===== src/rtl/rr_arbiter_4.sv =====
// Four-requester round-robin arbiter with grant locking and an optional
// maximum-hold limit that forces rotation when other requesters are waiting.
module rr_arbiter_4 #(
    parameter int MAX_HOLD = 8,
    parameter int CNT_W    = 4
) (
    input  logic       clk,
    input  logic       rst,
    input  logic [3:0] req,
    input  logic [3:0] done,
    output logic [3:0] gnt,
    output logic [1:0] gnt_idx,
    output logic       gnt_valid,
    output logic       preempt
);

    typedef enum logic {IDLE, BUSY} state_t;

    localparam logic [CNT_W-1:0] MAX_HOLD_C = CNT_W'(MAX_HOLD);

    state_t           state_q, state_d;
    logic [1:0]       ptr_q, ptr_d;
    logic [CNT_W-1:0] hold_cnt_q, hold_cnt_d;
    logic [3:0]       gnt_q, gnt_d;
    logic [1:0]       gnt_idx_q, gnt_idx_d;
    logic             gnt_valid_q, gnt_valid_d;
    logic             preempt_q, preempt_d;

    logic [3:0] others;
    logic [2:0] pick_idle, pick_busy;
    logic       release_c, forced_c;

    // Returns {found, index}: first set bit of r searching from p upward, mod 4.
    function automatic logic [2:0] rr_pick(input logic [3:0] r, input logic [1:0] p);
        logic [2:0] res;
        logic [1:0] cand;
        res = 3'b000;
        for (int i = 3; i >= 0; i--) begin
            cand = p + 2'(i);
            if (r[cand]) res = {1'b1, cand};
        end
        return res;
    endfunction

    always_comb begin
        state_d     = state_q;
        ptr_d       = ptr_q;
        hold_cnt_d  = hold_cnt_q;
        gnt_d       = gnt_q;
        gnt_idx_d   = gnt_idx_q;
        gnt_valid_d = gnt_valid_q;
        preempt_d   = 1'b0;

        others    = req & ~(4'b0001 << gnt_idx_q);
        pick_idle = rr_pick(req, ptr_q);
        pick_busy = rr_pick(others, ptr_q);
        release_c = done[gnt_idx_q] | ~req[gnt_idx_q];
        forced_c  = (MAX_HOLD != 0) && (hold_cnt_q == MAX_HOLD_C) && (others != 4'b0000);

        case (state_q)
            IDLE: begin
                if (pick_idle[2]) begin
                    gnt_d       = 4'b0001 << pick_idle[1:0];
                    gnt_idx_d   = pick_idle[1:0];
                    gnt_valid_d = 1'b1;
                    ptr_d       = pick_idle[1:0] + 2'd1;
                    hold_cnt_d  = CNT_W'(1);
                    state_d     = BUSY;
                end
            end
            BUSY: begin
                if ((release_c || forced_c) && pick_busy[2]) begin
                    // Direct hand-over: no idle bubble between owners.
                    gnt_d       = 4'b0001 << pick_busy[1:0];
                    gnt_idx_d   = pick_busy[1:0];
                    gnt_valid_d = 1'b1;
                    ptr_d       = pick_busy[1:0] + 2'd1;
                    hold_cnt_d  = CNT_W'(1);
                    preempt_d   = forced_c & ~release_c;
                end else if (release_c) begin
                    gnt_d       = 4'b0000;
                    gnt_valid_d = 1'b0;
                    hold_cnt_d  = '0;
                    state_d     = IDLE;
                end else if (hold_cnt_q < MAX_HOLD_C) begin
                    hold_cnt_d = hold_cnt_q + CNT_W'(1);
                end
            end
            default: state_d = IDLE;
        endcase
    end

    always_ff @(posedge clk or posedge rst) begin
        if (rst) begin
            state_q     <= IDLE;
            ptr_q       <= 2'd0;
            hold_cnt_q  <= '0;
            gnt_q       <= 4'b0000;
            gnt_idx_q   <= 2'd0;
            gnt_valid_q <= 1'b0;
            preempt_q   <= 1'b0;
        end else begin
            state_q     <= state_d;
            ptr_q       <= ptr_d;
            hold_cnt_q  <= hold_cnt_d;
            gnt_q       <= gnt_d;
            gnt_idx_q   <= gnt_idx_d;
            gnt_valid_q <= gnt_valid_d;
            preempt_q   <= preempt_d;
        end
    end

    assign gnt       = gnt_q;
    assign gnt_idx   = gnt_idx_q;
    assign gnt_valid = gnt_valid_q;
    assign preempt   = preempt_q;

endmodule


===== config.mk =====
export PLATFORM = sky130hd
export DESIGN_NAME = rr_arbiter_4
export DESIGN_NICKNAME = d
export VERILOG_FILES = /design/src/rtl/rr_arbiter_4.sv
export SDC_FILE = /design/constraint.sdc
export NUM_CORES = 1
export LEC_CHECK = 0
export ABC_AREA = 1
export BUFFER_PORTS_ARGS = -buffer_cell sky130_fd_sc_hd__buf_4
export CELL_PAD_IN_SITES_DETAIL_PLACEMENT = 0
export CELL_PAD_IN_SITES_GLOBAL_PLACEMENT = 1
export CORE_MARGIN = 5
export CORE_UTILIZATION = 39
export DETAILED_ROUTE_END_ITERATION = 8
export HOLD_SLACK_MARGIN = 0.05
export PLACE_DENSITY_LB_ADDON = 0.15
export SETUP_SLACK_MARGIN = 0.4
export SYNTH_ARGS = -nofsm -noshare
export SYNTH_HDL_FRONTEND = slang
export SYNTH_SLANG_ARGS = --single-unit
export TNS_END_PERCENT = 100

===== constraint.sdc =====
create_clock -name clk -period 2.1 [get_ports clk]
set_input_delay 0.105 -clock clk [delete_from_list [all_inputs] [get_ports clk]]
set_output_delay 0.105 -clock clk [all_outputs]
set_load 0.05 [all_outputs]

==> flow_results.org, run 1 <==
** Worst hold path
- For hold timing, the worst endpoint is preempt.
- Hold-critical path depth :: 5
- Class of the tightest hold or removal check :: primary input to flop
- In this run the most critical hold path is launched from req[1].

** Setup path
- In this run the critical register-to-register path is captured at gnt[0].
- Register-to-register path setup slack :: 280 ps
- R2R depth :: 13
- Crit path required time :: about 2300 ps
- Reg2Reg Launch Point :: ptr_q[0]
- Crit end category :: flop
- The most critical setup path has its startpoint at ptr_q[0].
- The worst setup path is of the flop to flop kind.
- STA classifies the critical path startpoint as a flop.
- CP Max Fanout :: 6
- STA puts the critical path data arrival time at 2000 ps.

** CTS
- Cell at the root of the clock tree :: clkbuf_4
- At the later pin of the worst-skew pair, clock insertion delay measures approximately 280 ps.
- Clock-pin slew was measured on the worst setup and hold paths at 90 ps.
- CTS max path bufs :: 2
- TritonCTS buffer count :: 3
- TritonCTS built the clock tree.
- # H-tree levels :: 1
- Number of sinks driven by the clock tree :: 15

** Placed design
- Setup slack after placement :: 172 ps
- Buffers on Ports :: 17
- The HPWL after detailed placement is approximately 2.5 mm.
- Routability-driven placement finished with a final weighted congestion of approximately 0.85.

** STA
- Count of final hold-check violations :: 0
- In the post-route analysis, the smallest setup slack over all paths is roughly 280 ps.
- Setup repair after global routing could not meet its margin everywhere.
- Peak clock frequency supported by timing :: around 550 MHz
- In the final timing run, aggregate negative setup slack is 0 ps.
- Worst hold-check slack :: ~350 ps
- Slew Limit Fails :: 0
- Share of the clock period used by the worst path after layout :: 0.867
- Worst relative slew slack :: 0.605
- Worst setup skew after layout :: 4.50 ps
- Period minus WS final :: about 1800 ps
- Measured slew at the worst slew-check pin :: 593 ps
- Number of failing setup endpoints in the final timing report :: 0

** Floorplanning
- Total I/O pin count :: 18
- Die X-Extent :: 66.6 um
- Floorplan die height :: 66.6 um
- Starting Density :: 0.409
- Row cnt :: 20
- The core region is roughly 3100 um^2.
- Die area :: about 4400 um^2

** Final layout
- In the final design database the tool counted 259 nets.
- Proportion of layout cells with a drive suffix above 1 :: 0.492
- Layout filler cell count :: 275
- Post-route core utilization :: 0.635
- Diode count :: 0
- Area growth from synthesis to layout :: 55.2%
- In the layout the commonest cells are 52 x nand2_1, 31 x buf_4, 22 x nand2_2.
- Commonest non-fill, non-tap cell in the layout :: nand2_1

** Synth
- Of the total synthesized cell area, the portion taken by AND, OR, NAND and NOR gates is 0.487.
- FF+latch count, synth :: 15
- Synthesized-area fraction occupied by ao, oa, aoi and oai cells :: 0.104
- Post-synthesis mux area share :: 0
- Of the synthesized area, sequential elements account for 0.301.
- Synth Cell Area :: 1250 um^2
- For this run, the leading register cell type out of synthesis is dfrtp_1.
- In this run the mean area of a mapped cell was 6.27 um^2.
- Xor-xnor portion of the synthesized cell area :: 0
- In this run, synthesis inferred 0 flip-flops with an integrated enable.
- Number of cells produced by synthesis :: 199
- Post-synthesis async set-or-reset flop share :: 1.00
- Dominant combinational cell family by area after synthesis :: simple AND/OR/NAND/NOR gates
- Post-Syn Nets :: 211
- Distinct cell type count after synthesis :: 24
- Post-synthesis share of cell area spent on full adders, half adders and majority gates :: 0.0200
- Count of yosys warnings during synthesis :: 0

** Detailed routing
- First-pass DRT Iterations :: 4
- Routed length per instance :: roughly 14 um
- Routed Antenna Nets :: 0
- DR vias/cell :: just over 5
- Count of vias placed by the detailed router :: 1490
- Post-detailed-route DRC marker count :: 0
- Initial DRC count :: 77
- Total wirelength of the detailed-routed design :: approximately 3.9 mm

** GRT
- Wire length of the first global-routing pass :: 5.86 mm
- Across every metal layer, demand over resource in global routing totals 0.169.
- Total global routing overflow :: 0
- The via count of the first global-routing pass is 1322.
- The number of antenna violations at the first check in global routing came to 0.
- Entering global routing, the biggest net connects 16 pins.

** Status
- Status :: finished clean

** Flow run
- Max-cap violations in this run came to 0.
==> registers in the layout (all words and copies together), names as in the netlist <==
name        cells
gnt_valid       1
gnt             4
hold_cnt_q      4
ptr_q           2
gnt_idx         2
preempt         1
state_q         1
==> layout make-up <==
class | instances | area, um^2 | area share
Clock buffer | 4 | 26.3 | 0.0136
Inverter | 27 | 109 | 0.0562
Multi-Input combinational cell | 156 | 991 | 0.511
Sequential cell | 15 | 380 | 0.196
Tap cell | 44 | 55.1 | 0.0284
Timing Repair Buffer | 43 | 369 | 0.190
Timing Repair inverter | 1 | 7.51 | 0.00387
==> metal layers <==
layer	vias to the layer above	GRT usage	part of all wire
met5	-	0	0
met4	0	0.0330	0.0089
li1	740	-	-
met2	36	0.296	0.52
met1	708	0.221	0.43
met3	6	0.0236	0.039
==> metrics by stage <==
stage	instance area (um^2)	cells
3_5_place_dp	1440	260
6_report	1940	290
2_1_floorplan	1250	199
5_1_grt	1940	290
4_1_cts	1640	279
3_3_place_gp	1440	260
==> critical path: stages, from the launching register on <==
cell and delay (ps):
dfrtp_2 450, buf_6 140, buf_12 130, nand2_4 60, o21ai_4 70, nand2_1 90, nand3_2 100, inv_2 90
nand4_4 150, o21ai_4 120, buf_6 130, inv_2 30, nor2_2 100, a21oi_2 40
==> what timing repair did <==
item	4_1_cts	5_1_grt
gates resized for setup	15	65
hold buffers	1	0
pin swaps	3	28
hold endpoints to repair	15	0
setup endpoints to repair	12	14
gates cloned	0	1
setup buffers	14	10
==> how the worst max path moves through the flow <==
stage	to	slack (ps)	depth (start not counted)
finish	gnt[0]	280	13
detailed placement	ptr_q[1]	170	13
CTS	hold_cnt_q[3]	370	11
floorplan	hold_cnt_q[0]	380	12
global placement	ptr_q[1]	180	13
global route	hold_cnt_q[3]	210	13
==> cell usage after synthesis, drive strengths merged, types with 2 or more instances <==
cell,count,area (um^2)
dfrtp,15,375
nand3,31,155
ha,2,25.0
nor2,14,60.1
clkinv,2,8.75
a21oi,5,25.0
nand2,82,328
inv,25,93.8
o21ai,12,82.6
nand4,5,46.3
nand3b,2,18.8
==> cell families (layout without fill, tap and decap cells) <==
logic type      Yosys count  count (layout)
simple gates            134             134
fa+ha+maj                 2               2
compound gates           20              20
flops                    15              15
buf+inv                  28              75
Power of run 1 is left out: the tool's default activity adds up to more than one toggle a clock period on the data nets, which glitch-free logic cannot reach.
==> inputs of run 2 (changes only) <==
--- a/constraint.sdc
+++ b/constraint.sdc
@@ -3,2 +3,2 @@
 set_output_delay 0.105 -clock clk [all_outputs]
-set_load 0.05 [all_outputs]
+set_load 0.02 [all_outputs]
==> run 2 against run 1 <==
- global-route usage increased by 0.61 points
- fmax increased by 4.8%
- sequential cell count unchanged
- sequential share of layout area increased by 1.7 points
- via count decreased by 1.3%
- critical path depth decreased by 1
- design area decreased by 7.9%
- final cell count decreased by 3.1%
- clock-buffer cell count decreased by 1
- die area unchanged
- first-iteration DRC count increased by 23%
- critical path type unchanged
- critical endpoint is now ptr_q[1]
- largest cell class unchanged
==> flow_results.org, run 2 (same netlist as run 1, synthesis figures left out) <==
** Setup path
- Of all nets on the critical path, the largest fanout is 8.
- The endpoint identified for the worst register-to-register timing path is ptr_q[1].
- The slowest stage of the critical path is the dfrtp_2 cell.
- The number of cells on the worst reg-to-reg path is 12.
- The critical path is of the flop to flop type.
- The worst setup path is launched from a flop.
- Worst EP arrival :: 1920 ps
- In this design, the stage delay of the slowest critical-path cell is just over 500 ps.
- Counting both buffers and inverters, the worst setup path holds a total of 1.
- Category of cells accounting for the largest share of critical-path delay :: simple AND/OR/NAND/NOR gates
- Reg2Reg Launch Point :: gnt_idx[1]
- Register-to-register path setup slack :: 360 ps
- STA classifies the critical path endpoint as a flop.
- Crit path required time :: between 2000 and 2500 ps
- Critical path, cell by cell :: nand2_4 > clkinv_4 > nand2_2 > nand2_2 > nor2_4 > nand2_2 > nand2_4 > nand2_4 > o21ai_4 > nor2_2 > nand2_1 > nand3_1

** Pwr
- In this run the power spent charging and discharging nets is roughly 1.7 mW.
- Power share of the combinational group :: 0.765
- Sequential group share of total power :: 0.181
- Power Dens Cells :: 1790 nW/um^2
- Of the total power, the clock network draws 0.054.
- Cell internal power was estimated by the tool at 1.46 mW.
- The worst-case IR drop observed on VDD is 996 uV.
- Of the total power, the share spent switching nets is 0.544.
- For this design the static power due to leakage is 0.924 nW.
- Total power after layout :: 3.20 mW

** GRT
- Overall Global Routing Usage :: 0.175
- Number of antenna violations at the first check in global routing :: 0
- Wire length of the first global-routing pass :: 6.05 mm
- The via count of the first global-routing pass is 1316.
- Total global routing overflow :: 0
- Pin count of the biggest net entering global routing :: 16

** STA
- The final-report hold violation count is 0.
- Worst path setup slack after routing :: 362 ps
- Peak clock frequency supported by timing :: 575 MHz
- Measured slew at the worst slew-check pin :: ~560 ps
- Period minus WS final :: 1740 ps
- Setup violations remaining at the end of the flow were counted as 0.
- Slew Limit Fails :: 0
- The clock arrives with 0.828 ps of skew.
- Setup repair after global routing missed its margin :: true
- For the final routed database, the setup TNS stands at 0 ps.
- In this run the tightest slew margin relative to its limit is 0.625.
- Dividing the final minimum period by the clock period gives 0.827.
- Worst hold-check slack :: between 200 and 300 ps

** Detailed routing
- DR vias/cell :: 5.23
- Routed Antenna Nets :: 0
- Count of vias placed by the detailed router :: ~1500
- Dividing the detail-routed wire length by the instance count gives 13.0 um.
- Initial DRC count :: 95
- After detailed routing, the number of remaining DRC violations is 0.
- After detailed routing, the total wire length is between 3 and 4 mm.
- The first TritonRoute pass finished after 4 iterations.

** CTS
- For the worst-skew pair, the clock arrives at the later sink with an insertion delay of 290 ps.
- The clock passes through at most 2 buffers.
- Clock transition time at the flip-flop clock pins of the worst setup and hold paths :: about 100 ps
- TritonCTS buffer count :: 3
- Cell at the root of the clock tree :: clkbuf_4
- # H-tree levels :: 1
- The clock net in this run drives a total of 15 sinks.
- TritonCTS clock tree :: yes

** Placed design
- Buffers on Ports :: 17
- Setup slack after placement :: about 230 ps
- Summing all placed instances gives a cell area of 1440 um^2.
- Including well taps, the total number of placed cells is around 260.
- The HPWL after detailed placement is 2.57 mm.
- Routability congestion estimate from global placement :: 0.866

** Final layout
- After the flow finishes, the layout carries non-filler instances totaling 281.
- Commonest non-fill, non-tap cells in the layout :: 58 x nand2_1, 30 x buf_4, 22 x nand3_1
- For this run, the share of the core covered by cells in the final layout is 0.585.
- Diode count :: 0
- Final Instance Area :: 1790 um^2
- At the end of the flow, the number of nets in the layout was 250.
- Area growth from synthesis to layout :: 43.0%
- Of the cells placed in the final design, the portion with a size suffix greater than 1 is 0.426.
- The library cell used most frequently in the layout, excluding fill and tap cells, is nand2_1.

** Worst hold path
- The path with the worst hold slack has its endpoint at state_q.
- Class of the tightest hold or removal check :: primary input to flop
- Counting instances, the worst hold path has a depth of 6.
- The startpoint identified for the worst hold timing path is done[3].

** Floorplanning
- The die covers 4430 um^2.
- Starting Density :: 0.409
- The die is 66.6 um wide.
- Row cnt :: 20
- Pin placement for this block handled 18 I/O pins.
- From bottom edge to top edge, the die measures 66.6 um.
- After floorplanning, the core was sized to cover around 3100 um^2.

** Flow run
- Maxcap violations :: 0

** Status
- The flow ran to the end, and the final reports show no timing, DRC or antenna violations.
## run 2: layer usage
metal / global-route usage / routed length, um / up-vias
met5: 0 / 0 / -
met4: 0.0482 / 51 / 0
met3: 0.0337 / 198 / 7
met2: 0.275 / 1690 / 34
met1: 0.244 / 1720 / 710
li1: - / - / 720
## run 2: power by group through the flow
stage | sequential [mW] | clock, mW | combinational (mW)
detailed placement | 0.545 | 0 | 1.80
global placement | 0.543 | 0 | 1.79
finish | 0.577 | 0.174 | 2.45
global route | 0.594 | 0.190 | 2.70
CTS | 0.563 | 0.179 | 2.11
floorplan | 0.573 | 0 | 1.32
## run 2: worst max-delay path by stage
stage / startpoint / endpoint / slack, ps / cells past startpoint
floorplan: gnt_idx[0] / hold_cnt_q[0] / 410 / 10
global placement: gnt_idx[0] / hold_cnt_q[0] / 230 / 10
detailed placement: gnt_idx[0] / hold_cnt_q[0] / 230 / 10
CTS: gnt_idx[1] / hold_cnt_q[0] / 340 / 12
global route: gnt_idx[1] / ptr_q[1] / 240 / 14
finish: gnt_idx[1] / ptr_q[1] / 360 / 12
## run 2: final cells by class
class,instances,area [um^2]
inverter,27,114
clock inverter,1,5.00
tap,44,55.1
clock buffer,3,22.5
timing repair buffer,35,280
multi-input combinational,156,928
sequential,15,380
fill,311,1270
## run 2: worst min-delay path: stages
cell,delay [ps]
buf_4,80
nand2_2,50
nand2_2,70
nor2_4,40
nand3_2,120
nand2_1,70
## run 2: repair_timing
item                                    4_1_cts  5_1_grt
endpoints found under the setup margin       13       14
gates cloned                                  0        0
hold buffers                                  1        0
gates resized for setup                      24       37
pin swaps                                    14       17
buffers inserted                             10        5
hold endpoints to repair                     15        0
No activity file was read; power rests on OpenSTA's default activity.
